===== config.mk =====
export PLATFORM = sky130hd
export DESIGN_NAME = srl_fifo_flags
export DESIGN_NICKNAME = d
export VERILOG_FILES = /design/src/rtl/srl_fifo_flags.sv
export SDC_FILE = /design/constraint.sdc
export NUM_CORES = 1
export LEC_CHECK = 0
export ABC_AREA = 1
export CORE_MARGIN = 5
export CORE_UTILIZATION = 60
export CTS_CLUSTER_SIZE = 8
export DETAILED_ROUTE_END_ITERATION = 10
export PLACE_DENSITY_LB_ADDON = 0.05
export REMOVE_ABC_BUFFERS = 1
export SYNTH_ARGS = -nofsm -noshare
export SYNTH_HDL_FRONTEND = slang
export SYNTH_SLANG_ARGS = --single-unit

===== constraint.sdc =====
create_clock -name clk -period 38.3 [get_ports clk]
set_clock_uncertainty 0.05 [all_clocks]
set_input_delay 3.83 -clock clk [delete_from_list [all_inputs] [get_ports clk]]
set_output_delay 3.83 -clock clk [all_outputs]
set_load 0.02 [all_outputs]

===== src/rtl/srl_fifo_flags.sv =====
// srl_fifo_flags: parametrised shift-register FIFO with first-word-fall-through
// output, used for line and pixel buffering in the 2D FIR datapath.
//
// The storage is a plain shift array with no reset and a single shift enable,
// so that it maps onto SRL primitives. Only the fill level and the flags are
// reset. The read port is a mux that selects the oldest entry using the level.
//
// Ports:
//   clk           rising-edge clock; the only clock domain
//   rst           synchronous reset, active-low
//   flush         synchronous clear of contents and level, active-high
//   wr, d         write request and write data
//   rd            read request; pops the word currently on q
//   q             oldest entry, combinational; not meaningful while empty
//   full          level == DEPTH
//   almost_full   level >= AF_LEVEL
//   empty         level == 0
//   almost_empty  level <= AE_LEVEL
//   level         current number of entries, 0..DEPTH
//   overflow      sticky: a write was rejected because the FIFO was full
//   underflow     sticky: a read was attempted while the FIFO was empty
module srl_fifo_flags #(
   parameter int unsigned WIDTH    = 8,
   parameter int unsigned DEPTH    = 32,
   parameter int unsigned AF_LEVEL = DEPTH - 2,
   parameter int unsigned AE_LEVEL = 2,
   parameter int unsigned LW       = $clog2(DEPTH + 1)
) (
   input  logic             clk,
   input  logic             rst,
   input  logic             flush,
   input  logic             wr,
   input  logic [WIDTH-1:0] d,
   output logic             full,
   output logic             almost_full,
   input  logic             rd,
   output logic [WIDTH-1:0] q,
   output logic             empty,
   output logic             almost_empty,
   output logic [LW-1:0]    level,
   output logic             overflow,
   output logic             underflow
);

   // Width of an index into the storage array.
   localparam int unsigned AW = $clog2(DEPTH);

   localparam logic [LW-1:0] DEPTH_L = LW'(DEPTH);
   localparam logic [LW-1:0] AF_L    = LW'(AF_LEVEL);
   localparam logic [LW-1:0] AE_L    = LW'(AE_LEVEL);
   localparam logic [LW-1:0] ONE_L   = LW'(1);

   logic [WIDTH-1:0] mem [DEPTH];

   logic          op_en_c;
   logic          rd_acc_c;
   logic          wr_acc_c;
   logic          shift_en_c;
   logic [LW-1:0] level_nxt_c;
   logic [LW-1:0] rd_idx_c;

   // Accept rules and next fill level. A flush takes precedence over
   // requests, so requests in a flush cycle are neither accepted nor flagged.
   always_comb begin
      op_en_c     = rst & ~flush;
      rd_acc_c    = rd & ~empty;
      // A full FIFO still accepts a write when a read frees a slot in the same cycle.
      wr_acc_c    = wr & (~full | rd_acc_c);
      shift_en_c  = op_en_c & wr_acc_c;
      level_nxt_c = level;
      if (flush) begin
         level_nxt_c = '0;
      end else if (wr_acc_c && !rd_acc_c) begin
         level_nxt_c = level + ONE_L;
      end else if (rd_acc_c && !wr_acc_c) begin
         level_nxt_c = level - ONE_L;
      end
   end

   // Shift storage: the newest word enters at entry 0. There is deliberately
   // no reset and no flush here, so that the array maps onto SRL primitives.
   always_ff @(posedge clk) begin
      if (shift_en_c) begin
         mem[0] <= d;
         for (int i = 1; i < int'(DEPTH); i++) begin
            mem[i] <= mem[i-1];
         end
      end
   end

   // The oldest entry sits at index level-1. The accept rules keep the level
   // at or below DEPTH, so the index stays inside the array. An empty FIFO
   // selects entry 0, which avoids an underflowed index.
   always_comb begin
      rd_idx_c = '0;
      if (level != '0) begin
         rd_idx_c = level - ONE_L;
      end
      q = mem[AW'(rd_idx_c)];
   end

   // The level and the flags are registered together. Each flag is computed
   // from the next level, so it always matches the level it is shown with.
   always_ff @(posedge clk) begin
      if (!rst) begin
         level        <= '0;
         full         <= 1'b0;
         almost_full  <= 1'b0;
         empty        <= 1'b1;
         almost_empty <= 1'b1;
         overflow     <= 1'b0;
         underflow    <= 1'b0;
      end else begin
         level        <= level_nxt_c;
         full         <= (level_nxt_c == DEPTH_L);
         almost_full  <= (level_nxt_c >= AF_L);
         empty        <= (level_nxt_c == '0);
         almost_empty <= (level_nxt_c <= AE_L);
         // The error bits are sticky. Only rst clears them, not a flush.
         if (!flush) begin
            if (wr && !wr_acc_c) begin
               overflow <= 1'b1;
            end
            if (rd && empty) begin
               underflow <= 1'b1;
            end
         end
      end
   end

endmodule


# Yosys cells after proc, flatten, opt, wreduce, memory -nomap -nowiden
# Memories as Yosys holds them, arrays and structs flattened.
# Cells that the tools add are included.
# word_totals
regBits	12
ramBits	256
inputBits	13
output_inout_bits	20
elab_cells	37
memories	1
# op_classes
addsub	2
magnitude_cmp	2
n_eq_ne	1
n_mux	6
n_bitwise	8
n_reduce_logical	10
# mem_list
memory	depth	width	read_ports	rd_clocked_by_memory_dff	wr	line_no	rtl
mem	32	8	32	0	32	53	logic [WIDTH-1:0] mem [DEPTH];
# ops
cell	n
$mux 6	3
$add 6x1->6 const B	1
$eq 6x6->1 const B	1
$ge 6x5->1 const B	1
$le 6x2->1 const B	1
$logic_not 6->1	1
$reduce_bool 6->1	1
$sub 6x1->6 const B	1
$mux 5	1
$and 1x1->1	4
$logic_and 1x1->1	4
$reduce_and 2->1	2
$not 1->1	3
$logic_not 1->1	2
$mux 1	2
$or 1x1->1	1

# Longest topological paths before layout
# logic_depth
ltp_word	10
mapped_depth	19
mapped_depth_nobuf	13

# Least setup slack after synthesis
# Ideal clock, no wire load.
# synth_path
path_type	input-to-reg
from	input port flush
to	memory mem[0][0], enable pin
setup_time_ns	1.528
arrival_time_ns	28.503
setup_slack_ns	8.218
stages	1
cell_sequence	nor4_1
# synth_lines
item	line_no	rtl
start: declaration	31	input logic flush,
end: declaration	53	

# Worst setup path after layout
# layout_path
from	register level[0]
to	output port q[0]
# layout_between
elab_chain_cells	3
word_cells_on_any_way	4
classes_between	1 x add/sub; 1 x mux; 1 x reduce/logical; 1 x memory
# layout_rtl
item	line_no	rtl
start: declaration	40	output logic [LW-1:0] level,
start signal: assignment	114	level <= level_nxt_c;
$sub 6x1->6 / $reduce_bool 6->1 (equally long branches)	97, 96	
$mux 5 *	96	if (level != '0) begin
$mem_v2 32x8 *	n/a	
end: declaration	37	output logic [WIDTH-1:0] q,
# Every way passes the cells marked *; elsewhere a longest branch is shown, timed or not.

==> summary.txt <==
Placement
  • IO buf count: 32
  • Placed inst area: 0.0123 sq mm
  • Place WS: 28.95 ns
  • Hpwl dp: 12.4 mm
  • Gpl congestion: 0.789

GRT
  • Pin count of the biggest net entering global routing: 178
  • Antenna violations before repair: 0
  • Vias in the first global route: 7332
  • Global route total overflow: 0
  • Global-route wire length before repair: 38.7 mm
  • GRT Total Usage: 21.2%

Setup path
  • Critical Path RT: 34.42 ns
  • Arr. time, crit path: 5.94 ns
  • Critical path capture point type: output pin
  • Worst-path fanout max: 85
  • CP Class: reg -> out
  • Startpoint Class: flop
  • Reg2reg setup slack: 34.88 ns

Run status
  • Outcome: complete, no violations

Detailed routing
  • Final ANT Viol Nets: 0
  • Total wire length: 23.8 mm
  • Vias/cell: 5.63
  • TritonRoute pass-1 iters: 5
  • DRC violations left: 0
  • Iteration-0 DRC Markers: 742
  • WL/cell: 17.6 um
  • Via count: 7597

Timing
  • Endpoints failing setup: 0
  • Worst-Margin Slew: 1.07 ns
  • Min Tclk post-route: 9.82 ns
  • Max Fclk: 102 MHz
  • Hold WS: 0.379 ns
  • Hold Fails Final Rpt: 0
  • Slew margin rel.: 28.8%
  • Fin. max-slew vios: 0
  • Post-route setup slack: 28.48 ns
  • Setup total negative slack: 0 ns
  • Tcrit/Tclk final: 25.6%
  • RSZ-0062 raised after global routing: no

Clock network
  • CTS tree: yes
  • CTS buffer count: 39
  • CTS resizes: 0
  • Clk_lat worst skew: 0.50 ns
  • Root buf cell: clkbuf_16
  • Postcts setup bufs: 0
  • H-tree depth: 2
  • Clock Sinks: 268
  • Clock transition at path regs: 0.05 ns
  • Hold-fix buffers at CTS: 0
  • Max Root-Sink Buffers: 3

Min path
  • Class of the tightest hold or removal check: reg -> reg

Synthesis
  • Cell count after synthesis: 1061
  • Synth area leader: edfxtp_1
  • Seq/Total Area, Yosys: 66.4%
  • Synth top area cells: edfxtp_1 64%, nand3_1 10%, nand2_1 4.7%, inv_1 4.1%, nand3b_1 3.1%
  • Synth unique cells: 29
  • Register bit total from synthesis: 268
  • Yosys warns: 0
  • Syn avg cell area: 11.2 sq um
  • Mapped Area: 0.0119 sq mm
  • Post-synth top area share: 64.4%

Final layout
  • Fillers: 1481
  • Most common cell after layout, fill and taps aside: edfxtp_1
  • Sequential Area: 0.00793 sq mm
  • Ant diodes: 0
  • Most frequent cells in the layout: 256 x edfxtp_1, 239 x nand3_1, 149 x nand2_1
  • Multi-input gate area: 0.00309 sq mm
  • Nets: 1094
  • Share of cells above drive strength 1: 10.2%
  • Cell area after layout: 0.0133 sq mm
  • Layout area overhead: 11.9%

Floorplan
  • Core footprint: 0.0195 sq mm
  • Height of the die: 151 um
  • Die W: 151 um
  • Die ar.: 0.0228 sq mm
  • I/O Pins: 33
  • Initial Util: 61.1%
  • Cell Rows: 51

Power
  • P per Cell Area: 56.9 mW/mm^2
  • Leak: 5.17 nW
  • Maximum vdd drop: 40.4 uV

Flow run
  • MaxCap Viol Count: 0
## final cells by class
cell class,count,area share [%]
Multi-Input combinational cell,592,23.2
Timing Repair Buffer,41,3.00
Tap cell,265,2.48
Clock inverter,1,0.225
Inverter,136,3.84
Sequential cell,268,59.4
Clock buffer,47,7.86
## worst max-delay path, stage by stage (launching register included)
cell             delay (ns)
dfxtp_2                0.92
inv_4                  0.49
ha_1                   0.41
nand3_4                0.45
buf_4                  0.79
nand2_2                0.57
buf_4                  0.45
nand2_1                0.12
nand3_1                0.07
nand3_1                0.10
nand3_1                0.12
nand2_1                0.10
nand2_1                0.05
nand2_1                0.11
clkdlybuf4s50_1        0.61
## metal layers
layer,track usage (%),wire [um],up-vias
li1,-,-,3701
met1,31.9,11200,3624
met2,32.2,10800,230
met3,3.92,1450,42
met4,5.85,391,0
met5,0,0,-
## synth_stat cells
master,number
nand3_1,239
clkinv_1,2
xnor2_1,1
buf_1,2
edfxtp_1,256
nand3_4,1
ha_1,3
xor2_1,1
nand4_1,2
o21ai_0,5
buf_4,10
nand2_1,150
nor3_1,2
clkbuf_2,1
dfxtp_1,12
or2_2,48
clkbuf_1,12
nor2_1,49
nor4_1,1
o2111ai_1,32
nand3b_1,50
buf_6,12
a21oi_1,1
inv_2,3
a31oi_1,2
nor2_4,2
buf_2,28
inv_1,131
nand2_2,3
## sequential cells by signal, indices dropped and copies added, names as in the netlist
signal        flops
almost_empty      1
almost_full       1
empty             1
full              1
level             6
mem             256
overflow          1
underflow         1
## report_power, final
group	switching (mW)	internal, mW
clock	0.112	0.195
combinational	0.0802	0.0389
sequential	0.00485	0.329
## stage by stage
stage	power (mW)	utilization, %	std cells
after floorplan	0.422	-	996
after detailed placement	0.458	62.8	1302
final	0.760	68.3	1350
after CTS	0.766	68.3	1350
after global routing	0.793	68.3	1350
after global placement	0.457	62.8	1302
## logic make-up after synthesis
group,count (synthesis),share of synthesized area [%]
flops,268,66.4
xor+xnor,2,0.147
compound gates,40,2.71
simple gates,547,22.7
fa+ha+maj,3,0.315
buf+inv,201,7.70
## path summary, 6_finish.rpt
path / from / to / cells after the start
setup / recovery: level[0] / q[0] / 14
hold / removal: mem[29][2] / mem[30][2] / 0
setup reg to reg: level[0] / empty / 10
hold reg to reg: mem[29][2] / mem[30][2] / 0
Power figures use the tool's default switching activity.
